<file path="config.mk">
export PLATFORM = sky130hd
export DESIGN_NAME = reg_alu_multicycle
export DESIGN_NICKNAME = d
export VERILOG_FILES = /design/src/rtl/reg_alu_multicycle.sv
export SDC_FILE = /design/constraint.sdc
export NUM_CORES = 2
export LEC_CHECK = 0
export CORE_UTILIZATION = 41
export CTS_BUF_LIST = sky130_fd_sc_hd__clkbuf_8
export DETAILED_ROUTE_END_ITERATION = 6
export PLACE_DENSITY = 0.54
export SKIP_LAST_GASP = 1
export SYNTH_ARGS = -nofsm -noshare
export SYNTH_HDL_FRONTEND = slang
export SYNTH_SLANG_ARGS = --single-unit
</file>
<file path="constraint.sdc">
create_clock -name clock -period 4.63 [get_ports clock]
set_input_delay 0.926 -clock clock [delete_from_list [all_inputs] [get_ports clock]]
set_output_delay 0.926 -clock clock [all_outputs]
set_load 0.01 [all_outputs]
</file>
<file path="src/rtl/reg_alu_multicycle.sv">
// Multi-cycle register-file/ALU/data-memory datapath: one instruction per start, IDLE->DECODE->EXEC->(MEM)->WB.
// Latency 4 edges (5 with memory access) from the accepting edge; start is ignored while busy, no queuing.
module reg_alu_multicycle #(
  parameter int WIDTH     = 32,
  parameter int REG_COUNT = 32,
  parameter int MEM_DEPTH = 64,
  localparam int AW = $clog2(REG_COUNT),
  localparam int MW = $clog2(MEM_DEPTH)
) (
  input  logic             clock,
  input  logic             reset_n,
  input  logic             start,
  input  logic [AW-1:0]    rs,
  input  logic [AW-1:0]    rt,
  input  logic [AW-1:0]    rd,
  input  logic [15:0]      immediate,
  input  logic [5:0]       FuncCode,
  input  logic [1:0]       ALUOp,
  input  logic             RegDst,
  input  logic             ALUSrc,
  input  logic             MemWrite,
  input  logic             MemRead,
  input  logic             MemToReg,
  input  logic             RegWrite,
  output logic             busy,
  output logic             done,
  output logic             Zero,
  output logic [WIDTH-1:0] ReadData
);

  typedef enum logic [2:0] {IDLE, DECODE, EXEC, MEM, WB} state_t;

  state_t state;

  // Instruction register: inputs are sampled once, on the accepting edge
  logic [AW-1:0] irRs;
  logic [AW-1:0] irRt;
  logic [AW-1:0] irRd;
  logic [15:0]   irImm;
  logic [5:0]    irFunc;
  logic [1:0]    irAluOp;
  logic          irRegDst;
  logic          irAluSrc;
  logic          irMemWrite;
  logic          irMemRead;
  logic          irMemToReg;
  logic          irRegWrite;

  logic [WIDTH-1:0] aReg;
  logic [WIDTH-1:0] bReg;
  logic [AW-1:0]    target;
  logic [WIDTH-1:0] aluOut;
  logic [WIDTH-1:0] mdr;

  logic [WIDTH-1:0] regFile [REG_COUNT];
  logic [WIDTH-1:0] dataMem [MEM_DEPTH];

  logic [WIDTH-1:0] immExt;
  logic [WIDTH-1:0] aluOp2;
  logic [WIDTH-1:0] aluResult;
  logic [WIDTH-1:0] wbValue;
  logic [MW-1:0]    memAddr;

  if (WIDTH > 16) begin : gImmExt
    assign immExt = {{(WIDTH-16){irImm[15]}}, irImm};
  end else begin : gImmTrunc
    assign immExt = irImm[WIDTH-1:0];
  end

  assign aluOp2  = irAluSrc ? immExt : bReg;
  assign memAddr = aluOut[MW+1:2];
  assign wbValue = irMemToReg ? mdr : aluOut;

  always_comb begin
    aluResult = '0;
    case (irAluOp)
      2'b01: aluResult = aReg - aluOp2;
      2'b10: begin
        case (irFunc)
          6'h20:   aluResult = aReg + aluOp2;
          6'h22:   aluResult = aReg - aluOp2;
          6'h24:   aluResult = aReg & aluOp2;
          6'h25:   aluResult = aReg | aluOp2;
          6'h27:   aluResult = ~(aReg | aluOp2);
          6'h2A:   aluResult = {{(WIDTH-1){1'b0}}, ($signed(aReg) < $signed(aluOp2))};
          default: aluResult = '0;
        endcase
      end
      default: aluResult = aReg + aluOp2;
    endcase
  end

  always_ff @(posedge clock or negedge reset_n) begin
    if (!reset_n) begin
      state      <= IDLE;
      busy       <= 1'b0;
      done       <= 1'b0;
      Zero       <= 1'b0;
      ReadData   <= '0;
      irRs       <= '0;
      irRt       <= '0;
      irRd       <= '0;
      irImm      <= '0;
      irFunc     <= '0;
      irAluOp    <= '0;
      irRegDst   <= 1'b0;
      irAluSrc   <= 1'b0;
      irMemWrite <= 1'b0;
      irMemRead  <= 1'b0;
      irMemToReg <= 1'b0;
      irRegWrite <= 1'b0;
      aReg       <= '0;
      bReg       <= '0;
      target     <= '0;
      aluOut     <= '0;
      mdr        <= '0;
      for (int i = 0; i < REG_COUNT; i++) regFile[i] <= '0;
    end else begin
      done <= 1'b0;
      case (state)
        IDLE: begin
          if (start) begin
            irRs       <= rs;
            irRt       <= rt;
            irRd       <= rd;
            irImm      <= immediate;
            irFunc     <= FuncCode;
            irAluOp    <= ALUOp;
            irRegDst   <= RegDst;
            irAluSrc   <= ALUSrc;
            irMemWrite <= MemWrite;
            irMemRead  <= MemRead;
            irMemToReg <= MemToReg;
            irRegWrite <= RegWrite;
            busy       <= 1'b1;
            state      <= DECODE;
          end
        end
        DECODE: begin
          // Register 0 is never written, so it reads back as zero
          aReg   <= regFile[irRs];
          bReg   <= regFile[irRt];
          target <= irRegDst ? irRd : irRt;
          state  <= EXEC;
        end
        EXEC: begin
          aluOut <= aluResult;
          Zero   <= (aluResult == '0);
          state  <= (irMemRead || irMemWrite) ? MEM : WB;
        end
        MEM: begin
          // Nonblocking read sees the pre-write contents when both are set
          if (irMemRead) mdr <= dataMem[memAddr];
          state <= WB;
        end
        WB: begin
          ReadData <= wbValue;
          if (irRegWrite && (target != '0)) regFile[target] <= wbValue;
          done  <= 1'b1;
          busy  <= 1'b0;
          state <= IDLE;
        end
        default: state <= IDLE;
      endcase
    end
  end

  // Data memory has no reset; contents survive an aborted instruction
  always_ff @(posedge clock) begin
    if ((state == MEM) && irMemWrite) dataMem[memAddr] <= bReg;
  end

endmodule

</file>
==> impl_results.md <==
- Status: finished clean
- Core Rows: 213
- IO Pins: 83
- Sum Neg Setup Slack: 0 ps
- Final Cycle Share: 96.5%
- GR Overflow Total: 0
- Drt initial violations: 9838
- Mean Syn Cell Area: 14.3 sq um
- Total power: 111 mW
- Root Buffer: clkbuf_8
- Worst Setup Start Kind: flop
- Layout cells sized above 1: 21.0%
- Slew headroom: 14.8%
- Critical path class: flop to flop
- H-Tree Depth: 6
- TritonCTS Sinks: 3288
- Antenna violations before repair: 22
- Leak pwr: 58.8 nW
- Via Count: 91900
- Layout Skew: 79.7 ps
- Crit. End Element: flop
- Worst EP required: 5700 ps
- Cell family with most CP delay: compound AO/OA/AOI/OAI gates
- #FFs+latches synth: 3288
- Max Freq: 0.224 GHz
- Crit path top cell by count: nand4_1
- Post-synthesis sequential area ratio: 66.4%
- Cell count after synthesis: 9734
- CP peak stage delay: 490 ps
- TritonCTS Buffers: 568
- Hold Path Class: input port to asynchronous set/reset pin
- Vias per inst: 6.07
- TritonRoute pass-1 iters: 6
- PwrDens: 693 nW/um^2
- Area delta synth->final: 15.4%
- Worst vdd ir: 0.451 mV
- Pins over their slew limit: 0
- Initial Utilization: 41.3%
- Clock buffer depth: 4
- Async S/R FF share, synth: 37.7%
- HPWL after detailed placement: 283000 microns
- Final setup fails: 0
- Data arrival, critical path: 5540 ps
- Maximum number of pins on one net before global-route repair: 148
- Warnings from Yosys: 0
- EDFF count, synth: 2048
- Post-synthesis net count: 9906
- WL per Instance: 31.7 microns
- Cell-by-cell trace of the critical path: mux2i_2 -> inv_1 -> ha_1 -> fa_1 -> a211o_1 -> a221o_1 -> a41oi_2 -> xor2_1 -> o22ai_1 -> a21oi_1 -> nand4_1 -> or4_4 -> nor4_4 -> buf_4 -> nand4_1 -> o31ai_2
- Die Footprint: 342000 sq um
- Final Hold Fails: 0
- Number of I/O port buffers: 82
- Crit path buf inv count: 2
- Slowest-stage cell, CP: or4_4
- Worst-Margin Slew: 1250 ps
- Die width: 585 microns
- Finished Core Util: 47.7%
- Yosys cell types: 79
- Clk Latency, worst-skew pair: 1200 ps
- Reg-to-Reg End: Zero
- CTS tree: built
- Total Routing Usage GR: 27.8%
- Antenna Nets Post-Route: 0
- Clock-pin transition on the worst setup and hold timing paths: 60 ps
- Hold slack: 294 ps
- Leading register cell type out of synthesis: edfxtp_1
- # nets final: 10300
- Post-layout min period: 4470 ps
- Worst R2R Setup Slack: 160 ps
- CP Max Fanout: 4
- Vias in the first global route: 91600
- Post-route DRC: 0
- Die Height: 585 microns
- Std-Cell Core Area: 337000 sq um
- Maximum capacitance violations: 0
- RR Startpoint: irAluSrc
- First-pass GRT wire length: 681000 microns
- GPL Wtd Cong: 0.880
- Syn Std Cell Area: 139000 sq um
- DRT Wirelength: 480000 microns
- R2r worst-path depth: 16
-- Yosys cell counts (25+ instances only) --
master | n | area share, %
edfxtp_1 | 2048 | 44
dfrtp_1 | 1240 | 22
nor2_1 | 809 | 2.2
a21oi_1 | 760 | 2.7
a22oi_1 | 685 | 3.7
clkbuf_1 | 680 | 1.8
mux4_2 | 641 | 10
nand2_1 | 630 | 1.7
o21ai_0 | 615 | 2.2
a221oi_1 | 195 | 1.2
a22o_1 | 189 | 1.2
a31oi_1 | 179 | 0.80
buf_1 | 145 | 0.39
ha_1 | 122 | 1.1
mux2i_1 | 118 | 0.85
nand4_1 | 110 | 0.49
inv_1 | 102 | 0.27
xnor2_1 | 69 | 0.43
mux2_2 | 44 | 0.36
nor3_1 | 31 | 0.11
nor4_1 | 25 | 0.11
-- per-layer routing --
| metal | track usage, % | wire length (microns) |
|---|---|---|
| met1 | 37.7 | 195000 |
| met2 | 44.4 | 226000 |
| met3 | 4.30 | 36200 |
| met4 | 12.1 | 23100 |
| met5 | 0 | 78 |
-- where the power goes --
part	switching, mW	internal [mW]	total [mW]
clock network	12.1	13.1	25.2
registers	4.31	37.2	41.6
logic	28.1	16.6	44.7
-- how the worst max path moves through the flow --
stage | end | from | depth (start not counted) | slack, ps
after floorplan | Zero | irAluSrc | 17 | 150
after global placement | Zero | irAluSrc | 16 | -110
after detailed placement | Zero | irAluSrc | 16 | -30
after CTS | Zero | irAluSrc | 16 | 10
after global routing | Zero | irAluSrc | 16 | -6
final | Zero | irAluSrc | 16 | 160
-- layout make-up --
| cell class | count | area [sq um] |
|---|---|---|
| Antenna cell | 15 | 37.5 |
| Tap cell | 4515 | 5650 |
| Timing Repair Buffer | 692 | 6990 |
| Clock buffer | 625 | 8600 |
| Inverter | 104 | 390 |
| Clock inverter | 377 | 2010 |
| Fill cell | 29400 | 177000 |
| Sequential cell | 3288 | 92600 |
| Multi-Input combinational cell | 5507 | 44600 |
-- logic make-up after synthesis --
family / count (synthesis) / share of synthesized area [%]
xor gates and xnor gates: 78 / 0.490
DFF: 3288 / 66.4
and+or+nand+nor: 1729 / 5.18
adders and majority gates: 124 / 1.12
AOI/OAI and AO/OA: 2773 / 12.7
buffers and inverters: 939 / 2.54
muxes: 803 / 11.6
-- worst reg2reg max path: cells and delay by family, from the launching register on --
family,cells,cell delay [ps]
compound gates,6,1510
xor+xnor,1,160
fa+ha+maj,2,660
buf+inv,2,250
flops,1,430
mux,1,250
simple gates,4,1100
-- registers in the layout, indices dropped and copies added, names as in the netlist, 2 cells and up --
signal and flops:
ReadData 32, aReg 32, aluOut 32, bReg 32
dataMem 2048, irAluOp 2, irFunc 6, irImm 16
irRd 5, irRs 5, irRt 5, mdr 32
regFile 1024, state 3, target 5
-- through the flow --
step,instance area (sq um),instances,setup slack (ps)
6_report,161000,15100,163
5_1_grt,161000,15100,-5.87
4_1_cts,161000,15100,10.3
3_5_place_dp,150000,14100,-32.8
3_3_place_gp,150000,14100,-109
2_1_floorplan,139000,9734,151
-- what timing repair did --
action	CTS	global route
endpoints found under the setup margin	1	4
pin swaps	0	3
gates resized for setup	1	14
hold buffers	1	0
buffers inserted	0	1
endpoints found under the hold margin	68	0
-- layout by cell type (no fill, tap or decap), drive strengths merged, types with 14 or more instances in the layout --
cell              n
edfxtp         2048
dfrtp          1240
nor2            809
a21oi           762
a22oi           685
mux4            641
nand2           630
clkbuf          625
o21ai           619
buf             610
inv             340
a221oi          196
a22o            189
a31oi           179
ha              122
mux2i           118
nand4           110
clkinv          109
clkdlybuf4s50    81
xnor2            69
mux2             44
nor3             31
nor4             26
nand3            24
nor2b            22
clkinvlp         20
o211ai           19
a21o             16
diode            15
o22ai            14
(Power assumes the default switching activity.)
